===== src/rtl/rs_issue_queue.sv =====
// Reservation-station issue queue: holds dispatched instructions, snoops writeback tags, issues oldest ready entry.
// Optional feature macro: RS_WAKEUP_BYPASS_EN (same-cycle writeback matches count as ready for select).

package core_pkg;
    localparam int NUM_PREGS   = 64;
    localparam int ROB_ENTRIES = 16;
    localparam int RS_ENTRIES  = 4;
    localparam int NUM_AREGS   = 32;
    localparam int XLEN        = 32;
    localparam int PREG_W      = $clog2(NUM_PREGS);
    localparam int ROB_W       = $clog2(ROB_ENTRIES);
    localparam int AREG_W      = $clog2(NUM_AREGS);

    typedef enum logic [3:0] {
        INVALID = 4'd0,
        ADD     = 4'd1,
        SUB     = 4'd2,
        AND_OP  = 4'd3,
        OR_OP   = 4'd4,
        XOR_OP  = 4'd5,
        SLL_OP  = 4'd6,
        SRL_OP  = 4'd7,
        LOAD    = 4'd8,
        STORE   = 4'd9,
        BRANCH  = 4'd10
    } opcode_t;

    typedef struct packed {
        logic              instr_valid;
        opcode_t           opcode;
        logic [AREG_W-1:0] dst_areg;
        logic [PREG_W-1:0] dst_preg;
        logic [PREG_W-1:0] src1_preg;
        logic [PREG_W-1:0] src2_preg;
        logic [XLEN-1:0]   imm_val;
        logic [XLEN-1:0]   pc;
        logic              br_taken;
    } disp_packet_t;

    typedef struct packed {
        logic              instr_valid;
        opcode_t           opcode;
        logic [AREG_W-1:0] dst_areg;
        logic [PREG_W-1:0] dst_preg;
        logic [PREG_W-1:0] src1_preg;
        logic [PREG_W-1:0] src2_preg;
        logic [XLEN-1:0]   src1_val;
        logic [XLEN-1:0]   src2_val;
        logic [XLEN-1:0]   imm_val;
        logic [XLEN-1:0]   pc;
        logic              br_taken;
        logic [ROB_W-1:0]  rob_entry_idx;
        logic              alu_en;
    } exec_packet_t;
endpackage

module rs_issue_queue #(
    parameter int RS_ENTRIES = core_pkg::RS_ENTRIES,
    parameter int WB_PORTS   = 2,
    parameter int PREG_W     = core_pkg::PREG_W,
    parameter int ROB_W      = core_pkg::ROB_W
) (
    input  logic                             clk,
    input  logic                             rst_n,
    input  logic                             flush,
    input  logic                             disp_valid,
    output logic                             disp_ready,
    input  core_pkg::disp_packet_t           disp_pkt,
    input  logic [ROB_W-1:0]                 disp_rob_idx,
    input  logic                             disp_src1_rdy,
    input  logic                             disp_src2_rdy,
    input  logic [WB_PORTS-1:0]              wb_valid,
    input  logic [WB_PORTS*PREG_W-1:0]       wb_preg,
    output logic                             issue_valid,
    input  logic                             issue_ready,
    output core_pkg::exec_packet_t           issue_pkt,
    output logic [$clog2(RS_ENTRIES+1)-1:0]  rs_count
);
    localparam int IDX_W = (RS_ENTRIES > 1) ? $clog2(RS_ENTRIES) : 1;
    localparam int CNT_W = $clog2(RS_ENTRIES + 1);

    core_pkg::disp_packet_t  pkt_reg   [RS_ENTRIES];
    logic [ROB_W-1:0]        rob_reg   [RS_ENTRIES];
    logic                    valid_reg [RS_ENTRIES];
    logic                    s1_reg    [RS_ENTRIES];
    logic                    s2_reg    [RS_ENTRIES];
    // older_reg[i][j] set means entry i was allocated before entry j
    logic [RS_ENTRIES-1:0]   older_reg [RS_ENTRIES];
    logic [RS_ENTRIES-1:0]   col_older [RS_ENTRIES];

    logic [RS_ENTRIES-1:0]   valid_vec;
    logic [RS_ENTRIES-1:0]   hit1;
    logic [RS_ENTRIES-1:0]   hit2;
    logic [RS_ENTRIES-1:0]   rdy;
    logic [RS_ENTRIES-1:0]   sel_oh;
    logic [RS_ENTRIES-1:0]   alloc_oh;
    logic [RS_ENTRIES-1:0]   deq_oh;

    logic [IDX_W-1:0]        sel_idx;
    logic [IDX_W-1:0]        free_idx;
    logic [CNT_W-1:0]        count_next;
    logic                    alloc;
    logic                    disp_hit1;
    logic                    disp_hit2;

    function automatic logic wb_match(
        input logic [WB_PORTS-1:0]        v,
        input logic [WB_PORTS*PREG_W-1:0] tags,
        input logic [PREG_W-1:0]          tag
    );
        logic hit;
        hit = 1'b0;
        for (int k = 0; k < WB_PORTS; k++) begin
            if (v[k] && (tags[k*PREG_W +: PREG_W] == tag)) begin
                hit = 1'b1;
            end
        end
        return hit;
    endfunction

    assign disp_hit1 = wb_match(wb_valid, wb_preg, disp_pkt.src1_preg);
    assign disp_hit2 = wb_match(wb_valid, wb_preg, disp_pkt.src2_preg);

    always_comb begin
        count_next = '0;
        for (int i = 0; i < RS_ENTRIES; i++) begin
            count_next = count_next + CNT_W'(valid_vec[i]);
        end
    end

    assign rs_count   = count_next;
    assign disp_ready = (count_next < CNT_W'(RS_ENTRIES));

    // Descending scan so the lowest-indexed free slot wins
    always_comb begin
        free_idx = '0;
        for (int i = RS_ENTRIES - 1; i >= 0; i--) begin
            if (!valid_vec[i]) begin
                free_idx = IDX_W'(i);
            end
        end
    end

    assign alloc = disp_valid && disp_ready && !flush &&
                   disp_pkt.instr_valid && (disp_pkt.opcode != core_pkg::INVALID);

    generate
        for (genvar gi = 0; gi < RS_ENTRIES; gi++) begin : g_entry
            assign valid_vec[gi] = valid_reg[gi];
            assign hit1[gi]      = wb_match(wb_valid, wb_preg, pkt_reg[gi].src1_preg);
            assign hit2[gi]      = wb_match(wb_valid, wb_preg, pkt_reg[gi].src2_preg);

`ifdef RS_WAKEUP_BYPASS_EN
            assign rdy[gi] = valid_reg[gi] && (s1_reg[gi] || hit1[gi]) && (s2_reg[gi] || hit2[gi]);
`else
            assign rdy[gi] = valid_reg[gi] && s1_reg[gi] && s2_reg[gi];
`endif

            for (genvar gj = 0; gj < RS_ENTRIES; gj++) begin : g_col
                assign col_older[gi][gj] = older_reg[gj][gi];
            end

            // Selected when ready and no ready entry is older
            assign sel_oh[gi]   = rdy[gi] && ((rdy & col_older[gi]) == '0);
            assign alloc_oh[gi] = alloc && (free_idx == IDX_W'(gi));
            assign deq_oh[gi]   = issue_valid && issue_ready && sel_oh[gi];

            always_ff @(posedge clk or negedge rst_n) begin
                if (!rst_n) begin
                    valid_reg[gi] <= 1'b0;
                    pkt_reg[gi]   <= '0;
                    rob_reg[gi]   <= '0;
                    s1_reg[gi]    <= 1'b0;
                    s2_reg[gi]    <= 1'b0;
                    older_reg[gi] <= '0;
                end else if (flush) begin
                    valid_reg[gi] <= 1'b0;
                end else if (alloc_oh[gi]) begin
                    valid_reg[gi] <= 1'b1;
                    pkt_reg[gi]   <= disp_pkt;
                    rob_reg[gi]   <= disp_rob_idx;
                    s1_reg[gi]    <= disp_src1_rdy || disp_hit1;
                    s2_reg[gi]    <= disp_src2_rdy || disp_hit2;
                    older_reg[gi] <= '0;
                end else begin
                    if (deq_oh[gi]) begin
                        valid_reg[gi] <= 1'b0;
                    end
                    if (hit1[gi]) begin
                        s1_reg[gi] <= 1'b1;
                    end
                    if (hit2[gi]) begin
                        s2_reg[gi] <= 1'b1;
                    end
                    // A newly allocated entry is younger than this one
                    older_reg[gi] <= older_reg[gi] | alloc_oh;
                end
            end
        end
    endgenerate

    always_comb begin
        sel_idx = '0;
        for (int i = 0; i < RS_ENTRIES; i++) begin
            if (sel_oh[i]) begin
                sel_idx = IDX_W'(i);
            end
        end
    end

    assign issue_valid = (rdy != '0) && !flush;

    always_comb begin
        issue_pkt = '0;
        if (issue_valid) begin
            issue_pkt.instr_valid   = pkt_reg[sel_idx].instr_valid;
            issue_pkt.opcode        = pkt_reg[sel_idx].opcode;
            issue_pkt.dst_areg      = pkt_reg[sel_idx].dst_areg;
            issue_pkt.dst_preg      = pkt_reg[sel_idx].dst_preg;
            issue_pkt.src1_preg     = pkt_reg[sel_idx].src1_preg;
            issue_pkt.src2_preg     = pkt_reg[sel_idx].src2_preg;
            issue_pkt.src1_val      = '0;
            issue_pkt.src2_val      = '0;
            issue_pkt.imm_val       = pkt_reg[sel_idx].imm_val;
            issue_pkt.pc            = pkt_reg[sel_idx].pc;
            issue_pkt.br_taken      = pkt_reg[sel_idx].br_taken;
            issue_pkt.rob_entry_idx = rob_reg[sel_idx];
            issue_pkt.alu_en        = 1'b1;
        end
    end
endmodule


===== config.mk =====
export PLATFORM = sky130hd
export DESIGN_NAME = rs_issue_queue
export DESIGN_NICKNAME = d
export VERILOG_FILES = /design/src/rtl/rs_issue_queue.sv
export SDC_FILE = /design/constraint.sdc
export NUM_CORES = 1
export LEC_CHECK = 0
export CAP_MARGIN = 10
export CORE_MARGIN = 5
export CORE_UTILIZATION = 52
export CTS_CLUSTER_DIAMETER = 150
export DETAILED_ROUTE_END_ITERATION = 8
export PLACE_DENSITY = 0.77
export SYNTH_ARGS = -nofsm -noshare
export SYNTH_HDL_FRONTEND = slang
export SYNTH_SLANG_ARGS = --single-unit

===== constraint.sdc =====
create_clock -name clk -period 3.4 [get_ports clk]
set_input_delay 0.68 -clock clk [delete_from_list [all_inputs] [get_ports clk]]
set_output_delay 0.68 -clock clk [all_outputs]
set_load 0.05 [all_outputs]

==> results.tsv, run 1 <==
metric	value	unit
status	finished, violations left	
violations	negative setup slack	
die_height	207	um
worstMarginPinSlew	0.782	ns
antenna_found_initial	0	
cts_tree	yes	
hp-class	primary input to asynchronous set/reset pin	
max_freq	0.294	GHz
maxSlewViolCount	0	
synth-seq-cells	416	
viasPerCell	5.84	
cts_max_level	2	
fin_util	0.702	
irDropWorstVdd	0.349	mV
synthCells	1954	
antenna_cells	0	
worst-path-max-fanout	17	
criticalPathCategory	flop to output port	
period_minus_slack	3.40	ns
final_area	0.0271	mm^2
ys_top_cells_by_count	582 x nand2_1, 416 x dfrtp_1, 173 x mux2_2	
synth_top_cell_area_share	0.515	
timing.rr.start	valid_reg[3]	
start_util	0.524	
min_period_over_period	1.00	
hpwl	35800	um
grt_pass1_vias	16700	
rows	72	
synth-main-ff-cell	dfrtp_1	
synth_top_family_by_area	multiplexers	
wl_per_cell	22.3	um
r2r_slack	0.15	ns
clkSinkCount	416	
synth-xor-area-share	0.0520	
setup_ws	-0.00368	ns
critPathLaunch	valid_reg[1]	
io_buffer_count	220	
cts_made_buffers	43	
io_pins	285	
die_x	207	um
placed_area	0.0235	mm^2
synthArstFlopShare	1.00	
drcViolationCount	0	
rsz0062_at_grt	yes	
worstPathArrival	2.72	ns
nets	2326	
fin_cells	2753	
overflow	0	
r2r-end	pkt_reg[219]	
dp_slack	0.112	ns
drt_iter0_drc	1017	
via_count	16100	
crit_path_start_kind	flop	
synth.most_common_cell	nand2_1	
synth.area.mux_share	0.156	
synthAdderAreaFrac	0.00347	
grt_max_degree	89	
drt.antenna.violating_nets	0	
largest_register_ffs	372	
synth_enable_flop_cells	0	
skew	0.0143	ns
areaGrowthSynthToFinish	34.1	%
leakage	13.2	nW
crit_required	2.72	ns
synth.avg_cell_area	10.3	um^2
ys_warn_count	0	
place_congestion	0.876	
postRouteWirelength	61400	um
hold_buffers	0	
setup_viol	1	
root_buffer	clkbuf_16	
p_per_area	474	mW/mm^2
setup.worst_path.end_class	output port	
power	12.8	mW
synth.area.top_cells	dfrtp_1 52%, nand2_1 11%, mux2_2 9.6%	
synthSimpleGateAreaFrac	0.139	
drive_above_1_share	0.297	
maxCapViolCount	0	
grt_usage	0.266	
max-slew-margin-rel	0.477	
ys_seq_area_frac	0.515	
die_area	0.0429	mm^2
drt-pass1-iter-count	5	
synth_top_area_cell	dfrtp_1	
synth-compound-area-share	0.0782	
clk_path_buf_depth	3	
hold_viol_final	0	
core_area	0.0386	mm^2
reg2regPathDepth	13	
grt_pass1_wl	93800	um
clk_latency	0.54	ns
synthDistinctLibCells	50	
placedCellCount	2642	
clk_pin_slew	0.06	ns
syn-cell-area	0.0202	mm^2
-- stage by stage --
step / hold WS [ns] / TNS (ns)
3_3_place_gp: 0.448 / 0
6_report: 0.153 / -0.00368
3_5_place_dp: 0.452 / 0
4_1_cts: 0.187 / -0.0654
5_1_grt: 0.205 / -3.48
2_1_floorplan: 0.384 / -1.07
-- cells by family after synthesis --
| kind of cell | after synthesis |
|---|---|
| AO/OA/AOI/OAI | 225 |
| XOR/XNOR | 120 |
| adder cells (fa/ha/maj) | 5 |
| buffers and inverters | 208 |
| flip-flops | 416 |
| multiplexers | 291 |
| other | 1 |
| AND/OR/NAND/NOR | 688 |
-- routing by layer --
metal / vias to the layer above / track usage / share of wire / routed length, um
met5: - / 0 / 0 / 0
li1: 7031 / - / - / -
met1: 8179 / 0.362 / 0.41 / 25300
met4: 0 / 0.0782 / 0.032 / 1940
met3: 160 / 0.0411 / 0.068 / 4190
met2: 718 / 0.447 / 0.49 / 30000
-- final cells by class --
| type | count | area [um^2] |
|---|---|---|
| Clock buffer | 57 | 1210 |
| Fill cell | 2629 | 11500 |
| Tap cell | 518 | 648 |
| Multi-Input combinational cell | 1395 | 10400 |
| Inverter | 9 | 33.8 |
| Sequential cell | 416 | 10400 |
| Timing Repair Buffer | 338 | 4160 |
| Clock inverter | 20 | 234 |
-- critical path, stage by stage (launching register included) --
cell and delay [ns]:
dfrtp_1 0.36, buf_6 0.13, nand4b_1 0.15, a2111oi_4 0.36, buf_4 0.18, buf_6 0.13, nand2_4 0.13, buf_16 0.20
o22ai_2 0.15, a211oi_2 0.07, buf_4 0.17, buf_12 0.14
-- placed cells by master (no fill, tap or decap), types with 3 or more instances in the layout --
cell type	netlist	routed
buf_16	0	6
clkbuf_1	50	6
clkinv_2	0	12
buf_4	68	78
nand2_1	582	580
a21oi_1	5	5
clkbuf_16	0	51
nor2_1	29	29
inv_1	9	9
mux2i_1	99	99
buf_6	0	59
nand3_1	14	12
a22oi_1	6	5
mux2_2	173	173
ha_1	4	4
clkdlybuf4s50_1	0	116
buf_12	0	64
a211oi_4	0	25
o22ai_2	0	54
bufinv_16	0	5
o22ai_1	101	20
buf_8	0	6
conb_1	1	64
xnor2_1	84	84
a211oi_1	100	11
or2_2	3	3
dfrtp_2	0	3
a211oi_2	0	64
clkbuf_8	0	8
o22ai_4	0	27
o21ai_0	4	4
dfrtp_1	416	413
mux2_1	19	19
nand4_1	23	23
nor4_1	12	12
xor2_1	36	36
-- where the power goes --
group          switching (mW)  total [mW]  internal, mW  leakage [nW]
combinational            1.16        2.06         0.908          7.04
clock                    1.94        4.82          2.88         0.717
sequential              0.423        5.95          5.53          5.47
-- worst max-delay path by stage --
| stage | depth (start not counted) | slack, ns | end |
|---|---|---|---|
| after global placement | 7 | 0.16 | issue_pkt[33] |
| after detailed placement | 7 | 0.11 | issue_pkt[47] |
| after floorplan | 7 | -0.05 | issue_pkt[140] |
| after global routing | 11 | -0.12 | issue_pkt[157] |
| after CTS | 9 | -0.05 | issue_pkt[159] |
| final | 11 | -0.004 | issue_pkt[157] |
-- repair_timing --
action / CTS / global route
pin swaps: 3 / 42
resized for setup: 133 / 184
setup endpoints to repair: 98 / 125
endpoints found under the hold margin: 0 / 0
gates cloned: 4 / 11
setup buffers: 13 / 8
Note: power is estimated with default switching activity, not from simulation.
==> run 2, diff against run 1 <==
CORE_MARGIN = 8   (was 5)
==> results.tsv, run 2 (synthesis gave the netlist of run 1 again) <==
metric	value	unit	change
clk_path_buf_depth	3		unchanged
worst-path-max-fanout	15		-2
grt_pass1_wl	93400	um	-0.39%
clockPowerShare	0.381		+0.006
antenna_cells	0		unchanged
p_per_area	483	mW/mm^2	+2.0%
setup_ws	-0.0428	ns	-0.0391 ns
worstMarginPinSlew	0.776	ns	-0.00522 ns
grt_max_degree	91		+2.2%
drt-pass1-iter-count	8		+3
status	finished, violations left		
io_pins	285		unchanged
antenna_found_initial	2		+2
largest_register_ffs	372		unchanged
layout_commonest_cell	nand2_1		
tns	-0.166	ns	-0.162 ns
rows	72		unchanged
hp-class	primary input to asynchronous set/reset pin		
clkSinkCount	416		unchanged
via_count	16200		+0.43%
postRouteWirelength	62300	um	+1.4%
setup_viol	9		+8
clk_latency	0.55	ns	about the same
cts_max_level	2		unchanged
grt_usage	0.258		-0.00873
clk_pin_slew	0.06	ns	about the same
p_switching	3.59	mW	+2.1%
areaGrowthSynthToFinish	34.2	%	about the same
p_seq_frac	0.455		-0.009
min_period_over_period	1.01		+0.0115
leakage	13.2	nW	about the same
die_height	213	um	+2.9%
nets	2334		+0.34%
wl_per_cell	22.5	um	+1.0%
max-slew-margin-rel	0.475		-0.00218
violations	negative setup slack		
core_area	0.0385	mm^2	-0.23%
cts_made_buffers	45		+4.7%
drt.antenna.violating_nets	0		unchanged
irDropWorstVdd	0.410	mV	+18%
timing.rr.start	valid_reg[0]		
critPathLaunch	valid_reg[0]		
regArea	0.0104	mm^2	about the same
fin_util	0.705		+0.00216
r2r_slack	0.03	ns	-0.12 ns
start_util	0.525		+0.00123
skew	0.0159	ns	+0.00154 ns
crit_path_start_kind	flop		
drt_iter0_drc	1540		+51%
period_minus_slack	3.44	ns	+0.0391 ns
die_area	0.0454	mm^2	+5.9%
overflow	0		unchanged
switching_share	0.274		about the same
nFillCells	2617		-0.46%
hold_buffers	0		unchanged
final_area	0.0271	mm^2	about the same
worstPathArrival	2.76	ns	+0.04 ns
max_freq	0.290	GHz	-1.1%
most-common-layout-cells	580 x nand2_1, 414 x dfrtp_1, 173 x mux2_2		
maxSlewViolCount	0		unchanged
power	13.1	mW	+2.0%
drcViolationCount	0		unchanged
root_buffer	clkbuf_16		
die_x	213	um	+2.9%
holdWs	0.0697	ns	-0.0836 ns
rsz0062_at_grt	yes		
io_buffer_count	220		unchanged
criticalPathCategory	flop to output port		
grt_pass1_vias	16800		+0.26%
multi_input_area	0.00983	mm^2	-5.4%
placed_area	0.0243	mm^2	+3.5%
cts_tree	yes		
p_int	9.50	mW	+2.0%
place_congestion	0.849		-3.1%
comb_power_share	0.164		+0.003
drive_above_1_share	0.271		-0.0261
hpwl	36000	um	+0.60%
crit_required	2.72	ns	about the same
hold_viol_final	0		unchanged
setup.worst_path.end_class	output port		
viasPerCell	5.84		about the same
maxCapViolCount	0		unchanged
-- run 2: cell count changes in the layout (fill, tap and decap cells not counted), moves of 4 or more --
cell and delta:
buf_12 +57, buf_4 +5, buf_6 -48, buf_8 -4, clkbuf_1 +6, clkinv_2 -4, o22ai_1 +63, o22ai_2 -36
o22ai_4 -27
-- run 2: worst paths after layout --
path	end	depth (start not counted)
max in group asynchronous	pkt_reg[64]	3
max reg2reg	s2_reg[1]	11
max	issue_pkt[33]	10
min	pkt_reg[42]	1
min reg2reg	pkt_reg[84]	2
min in group clk	pkt_reg[84]	2
-- run 2: layout make-up --
cell class,count,share of cell area
clock inverter,13,0.00540
multi-input combinational,1394,0.363
timing repair buffer,345,0.172
sequential,416,0.384
clock buffer,70,0.0506
tap,518,0.0239
inverter,9,0.00125
-- run 2: routing by layer --
layer | vias up | wire length (um) | global-route usage
met5 | - | 27 | 0
met4 | 4 | 1780 | 0.0819
met3 | 133 | 4830 | 0.0446
met2 | 760 | 30400 | 0.434
met1 | 8214 | 25300 | 0.336
li1 | 7046 | - | -
-- run 2: power groups by stage --
stage          logic (mW)  clock network (mW)  registers [mW]
2_1_floorplan        1.33                   0            5.88
6_report             2.15                4.99            5.95
5_1_grt              2.31                5.26            6.01
3_3_place_gp         1.92                   0            5.96
3_5_place_dp         1.99                   0            6.00
4_1_cts              2.07                5.04            5.92
-- run 2: worst max-delay path, stage by stage (launching register included) --
cell	delay, ns
dfrtp_1	0.38
buf_4	0.16
and3_1	0.19
a22oi_2	0.24
nand2_4	0.12
buf_12	0.18
buf_16	0.17
mux2i_1	0.18
a211oi_4	0.28
buf_6	0.15
buf_12	0.13
-- run 2: metrics by stage --
step	setup slack, ns	std cells
3_5_place_dp	0.165	2652
4_1_cts	-0.00186	2749
3_3_place_gp	0.218	2652
6_report	-0.0428	2765
5_1_grt	-0.0982	2765
2_1_floorplan	-0.0536	2017
-- run 2: what timing repair did --
action                                  4_1_cts  5_1_grt
buffers inserted                              9        6
pin swaps                                    17       10
endpoints found under the setup margin       98       95
cloned                                        5       11
gates resized for setup                      87       69
